<file path="config.mk">
export PLATFORM = sky130hd
export DESIGN_NAME = serial_line_tx
export DESIGN_NICKNAME = d
export VERILOG_FILES = /design/src/rtl/serial_line_tx.sv
export SDC_FILE = /design/constraint.sdc
export NUM_CORES = 1
export LEC_CHECK = 0
export CAP_MARGIN = 20
export CORE_ASPECT_RATIO = 1.25
export CORE_UTILIZATION = 46
export CTS_CLUSTER_DIAMETER = 30
export DETAILED_ROUTE_END_ITERATION = 8
export HOLD_SLACK_MARGIN = 0.02
export PLACE_DENSITY = 0.8
export SLEW_MARGIN = 20
export SYNTH_ARGS = -nofsm -noshare
export SYNTH_HDL_FRONTEND = slang
export SYNTH_SLANG_ARGS = --single-unit
</file>
<file path="constraint.sdc">
create_clock -name i_clk -period 1.4 [get_ports i_clk]
set_input_delay 0.14 -clock i_clk [delete_from_list [all_inputs] [get_ports i_clk]]
set_output_delay 0.14 -clock i_clk [all_outputs]
set_load 0.03 [all_outputs]
</file>
<file path="src/rtl/serial_line_tx.sv">
// Asynchronous-frame serializer: start bit, DATA_W data bits LSB first, stop bit.
// The serial pin is driven directly from a flop so it cannot glitch.
module serial_line_tx #(
  parameter int DATA_W       = 8,
  parameter int CLKS_PER_BIT = 16
) (
  input  logic              i_clk,
  input  logic              i_rstn,
  input  logic [DATA_W-1:0] i_txData,
  input  logic              i_txValid,
  output logic              o_txReady,
  output logic              o_serialLine,
  output logic              o_busy
);

  localparam int TMR_W = $clog2(CLKS_PER_BIT);
  localparam int IDX_W = $clog2(DATA_W) + 1;
  localparam logic [TMR_W-1:0] TMR_LAST = TMR_W'(CLKS_PER_BIT - 1);
  localparam logic [IDX_W-1:0] IDX_LAST = IDX_W'(DATA_W - 1);

  typedef enum logic [1:0] {
    S_IDLE,
    S_START,
    S_DATA,
    S_STOP
  } state_e;

  state_e              state_q, state_d;
  logic [TMR_W-1:0]    timer_q, timer_d;
  logic [IDX_W-1:0]    idx_q,   idx_d;
  logic [DATA_W-1:0]   shift_q, shift_d;
  logic                line_q,  line_d;

  logic accept;
  logic bit_done;

  assign accept   = (state_q == S_IDLE) && i_txValid;
  assign bit_done = (timer_q == TMR_LAST);

  always_comb begin
    // NOTE: every _d gets a default first so no path leaves it unassigned,
    // which would otherwise infer a latch.
    state_d = state_q;
    timer_d = timer_q;
    idx_d   = idx_q;
    shift_d = shift_q;

    case (state_q)
      S_IDLE: begin
        if (accept) begin
          state_d = S_START;
          timer_d = '0;
          idx_d   = '0;
          shift_d = i_txData;
        end
      end

      S_START: begin
        if (bit_done) begin
          state_d = S_DATA;
          timer_d = '0;
        end else begin
          timer_d = timer_q + 1'b1;
        end
      end

      S_DATA: begin
        if (bit_done) begin
          timer_d = '0;
          shift_d = shift_q >> 1;
          idx_d   = idx_q + 1'b1;
          if (idx_q == IDX_LAST) begin
            state_d = S_STOP;
          end
        end else begin
          timer_d = timer_q + 1'b1;
        end
      end

      S_STOP: begin
        if (bit_done) begin
          state_d = S_IDLE;
          timer_d = '0;
        end else begin
          timer_d = timer_q + 1'b1;
        end
      end

      default: begin
        state_d = S_IDLE;
        timer_d = '0;
      end
    endcase
  end

  // The line level is decoded from the *next* state so the registered pin
  // lines up exactly with the state it belongs to: low right after accept.
  always_comb begin
    line_d = 1'b1;
    case (state_d)
      S_START: line_d = 1'b0;
      S_DATA:  line_d = shift_d[0];
      default: line_d = 1'b1;
    endcase
  end

  always_ff @(posedge i_clk or negedge i_rstn) begin
    if (!i_rstn) begin
      state_q <= S_IDLE;
      timer_q <= '0;
      idx_q   <= '0;
      // NOTE: the data shift register is reset with the control state so a
      // fresh part never has stale contents on its first frame.
      shift_q <= '0;
      line_q  <= 1'b1;
    end else begin
      // NOTE: non-blocking assignments so every flop updates from the
      // pre-edge values of the others.
      state_q <= state_d;
      timer_q <= timer_d;
      idx_q   <= idx_d;
      shift_q <= shift_d;
      line_q  <= line_d;
    end
  end

  assign o_serialLine = line_q;
  assign o_txReady    = (state_q == S_IDLE);
  assign o_busy       = (state_q != S_IDLE);

endmodule

</file>
==> PnR_summary.wiki <==
{| class="wikitable"
! Metric !! Value
|-
| Setup repair after global routing missed its margin || true
|-
| Horiz. Die Dim || around 42 um
|-
| Leading area contributor after synthesis || dfrtp_1
|-
| DR vias || ~800
|-
| Worst setup EP type || flop
|-
| GRT Total Usage || between 20 and 25%
|-
| Clock network latency to the later pin of the worst-skew pair || approximately 0.30 ns
|-
| Critical Path Fanout Max || 4
|-
| Worst clock skew || 0.00266 ns
|-
| Number of failing hold endpoints at the final stage || 0
|-
| Leakage power figure || 0.000604 uW
|-
| Critical register-to-register path endpoint || o_serialLine
|-
| Net count reported at finish || 140
|-
| Number of storage elements in the synthesis netlist || 19
|-
| Number of buffers inserted by hold repair at cts || 0
|-
| Placed cell count || between 100 and 150
|-
| Final weighted congestion of routability-driven global placement || 0.786
|-
| Final max-slew violation count || 0
|-
| Top library cells by usage in the layout, fill and taps aside || 19 x nand2_1, 19 x buf_4, 18 x dfrtp_1
|-
| Post-synthesis async set-or-reset flop share || 100%
|-
| Fin crit period || 1.51 ns
|-
| # DRC || 0
|-
| Overall routed net length || around 2000 um
|-
| Max layer used || met4
|-
| Top post-synthesis cells by area || dfrtp_1 48%, nand2_1 7.7%, a22oi_1 4.8%
|-
| Wire length of the first global-routing pass || roughly 3600 um
|-
| Length of routed met2 wiring || approximately 1100 um
|-
| Placed Instance Area || approximately 1200 um^2
|-
| Die Area || between 2000 and 2500 um^2
|-
| Yosys warnings || 0
|-
| Power per Cell Area || about 1800 nW/um^2
|-
| Prevailing post-synth register cell || dfrtp_1
|-
| Post-CTS clock slew at the launch and capture registers of the worst setup and hold paths || about 0.11 ns
|-
| Maximum vdd ir drop || roughly 0.0012 V
|-
| CTS sink count || 19
|-
| Final standard cell area without fillers || 1290 um^2
|-
| Via density per instance || ~5.6
|-
| PnR worst setup slack || -0.106 ns
|-
| Number of instances in the synthesized netlist || 93
|-
| Sequential element share of the synthesized area || between 50 and 60%
|-
| Number of H-tree levels || 1
|-
| Number of design-rule violations left by the first detailed-router iteration || 25
|-
| CTS buffer count || 3
|-
| Peak clock frequency supported by timing || between 0.6 and 0.7 GHz
|-
| Max cap viols || 0
|-
| Signal arrival time at the worst endpoint || roughly 1.7 ns
|-
| Critical register-to-register path startpoint || timer_q[0]
|-
| Final worst-path cycle share || 108%
|-
| Hold crit path type || input pin to asynchronous set/reset pin
|-
| Number of nets produced by synthesis || roughly 110
|-
| Share of post-route cells with drive strength above 1 || about a third
|-
| Top-level port count || 14
|-
| Startpoint-to-endpoint class of the critical path || flop to flop
|-
| Grt total ovfl || 0
|-
| Bufs on Longest Clock Path || 2
|-
| End point of the critical path || o_serialLine
|-
| Pin count of the biggest net entering global routing || 12
|-
| Kind of start point of the critical path || flop
|-
| Number of cells on the worst reg-to-reg path || 5
|-
| Top-area cell type share of the netlist area || 48.4%
|-
| Post-detail-place hpwl || around 1500 um
|-
| Root Buffer || clkbuf_4
|-
| Final non-filler cell total || between 100 and 150
|-
| Standard cell core area || between 1500 and 2000 um^2
|-
| Routed metal-1 wirelength || slightly above 800 um
|-
| Register-to-Register Setup Slack || -0.11 ns
|-
| Antenna violations before repair || 0
|-
| Count of flip-flops with a built-in enable after synthesis || 0
|-
| Slew at the pin closest to its max-slew limit || about 0.46 ns
|-
| Die height || about 52 um
|-
| Crit path from || timer_q[0]
|-
| Ant diodes || 0
|-
| Worst hold slack || approximately 0.15 ns
|-
| Synthesized area || a little over 900 um^2
|-
| Layout overhead on the synthesized area || 38.3%
|-
| Outcome || complete, but fails checks
|-
| Cell row count || 17
|-
| Drt first pass iters || 4
|-
| Wire length per cell || between 10 and 15 um
|-
| Violations in the final reports || setup timing
|-
| Netlist cell types || 34
|-
| Effective utilization at floorplan || approximately half
|-
| Routed wire length on met3 || slightly above 80 um
|-
| Count of port buffers added during placement || 13
|-
| DRT antenna net count || 0
|-
| Normalized max-slew margin || between 60% and 70%
|-
| Vias in the first global route || between 800 and 900
|-
| Clock tree from TritonCTS || yes
|-
| CP Data Required Time || around 1.6 ns
|-
| Number of setup violations in the final report || 1
|-
| Mapped Avg Cell Area || 10.0 um^2
|-
| Share of the core filled with cells || between 70% and 80%
|-
| Post-place setup slack || -0.238 ns
|}
==> cell families (layout without fill, tap and decap cells) <==
family,count (synthesis),in the layout,synth area share (%)
AO/OA/AOI/OAI,23,23,16.4
XOR/XNOR,2,2,1.88
flip-flops,19,19,51.2
multiplexers,2,2,2.42
adder cells (fa/ha/maj),2,2,2.69
buffers and inverters,5,38,3.36
AND/OR/NAND/NOR,40,40,22.0
==> power by group <==
group	total [uW]	internal (uW)	switching, uW
Sequential	1010	801	207
Clock	275	106	169
Combinational	1030	519	515
==> per-layer routing <==
layer  track usage (%)  vias to the layer above
li1                  -                      398
met1              28.0                      385
met2              35.9                       25
met3              3.10                        4
met4              12.5                        0
met5                 0                        -
==> stage by stage <==
| step | setup TNS (ns) | total power [uW] |
|---|---|---|
| 3_5_place_dp | -1.13 | 1980 |
| 4_1_cts | -0.0478 | 2300 |
| 3_3_place_gp | -0.794 | 1920 |
| 6_report | -0.106 | 2320 |
| 2_1_floorplan | 0 | 1600 |
| 5_1_grt | -0.596 | 2500 |
==> cells in the mapped netlist (2+ instances only) <==
master / number
a21oi_1: 2
nand3_1: 2
nor2_1: 5
and3_1: 2
nand2_1: 19
nor3_1: 2
dfrtp_1: 18
o21ai_0: 8
ha_1: 2
a22oi_1: 6
nand4_1: 3
mux2_2: 2
==> cell type report <==
cell class              instances  area, um^2
fillers                       144         542
clock inverters                 1        5.00
well taps                      19        23.8
multi-input cells              69         478
inverters                       2        7.51
flip-flops and latches         19         477
clock buffers                   3        22.5
repair buffers                 32         274
==> state kept, by name (all words and copies together), names as in the netlist <==
| register | flops |
|---|---|
| idx_q | 4 |
| shift_q | 8 |
| timer_q | 4 |
| o_serialLine | 1 |
| state_q | 2 |
==> critical path: stages, from the launching register on <==
cell and delay (ns):
dfrtp_1 0.42, ha_4 0.17, nand4_1 0.15, nor3_2 0.20
o31a_1 0.18, mux2_2 0.34
==> how the worst min path moves through the flow <==
stage	start	to	slack, ns	cells after the start
global placement	shift_q[3]	shift_q[3]	0.47	2
detailed placement	shift_q[3]	shift_q[3]	0.47	2
global route	i_rstn	idx_q[3]	0.19	1
CTS	i_rstn	state_q[1]	0.16	1
finish	i_rstn	state_q[1]	0.15	1
floorplan	i_rstn	idx_q[0]	-0.16	0
==> repair_timing <==
item	CTS	global route
setup buffers	3	2
gates resized for setup	4	5
endpoints found under the setup margin	5	12
pin swaps	4	3
Power figures use the tool's default switching activity.
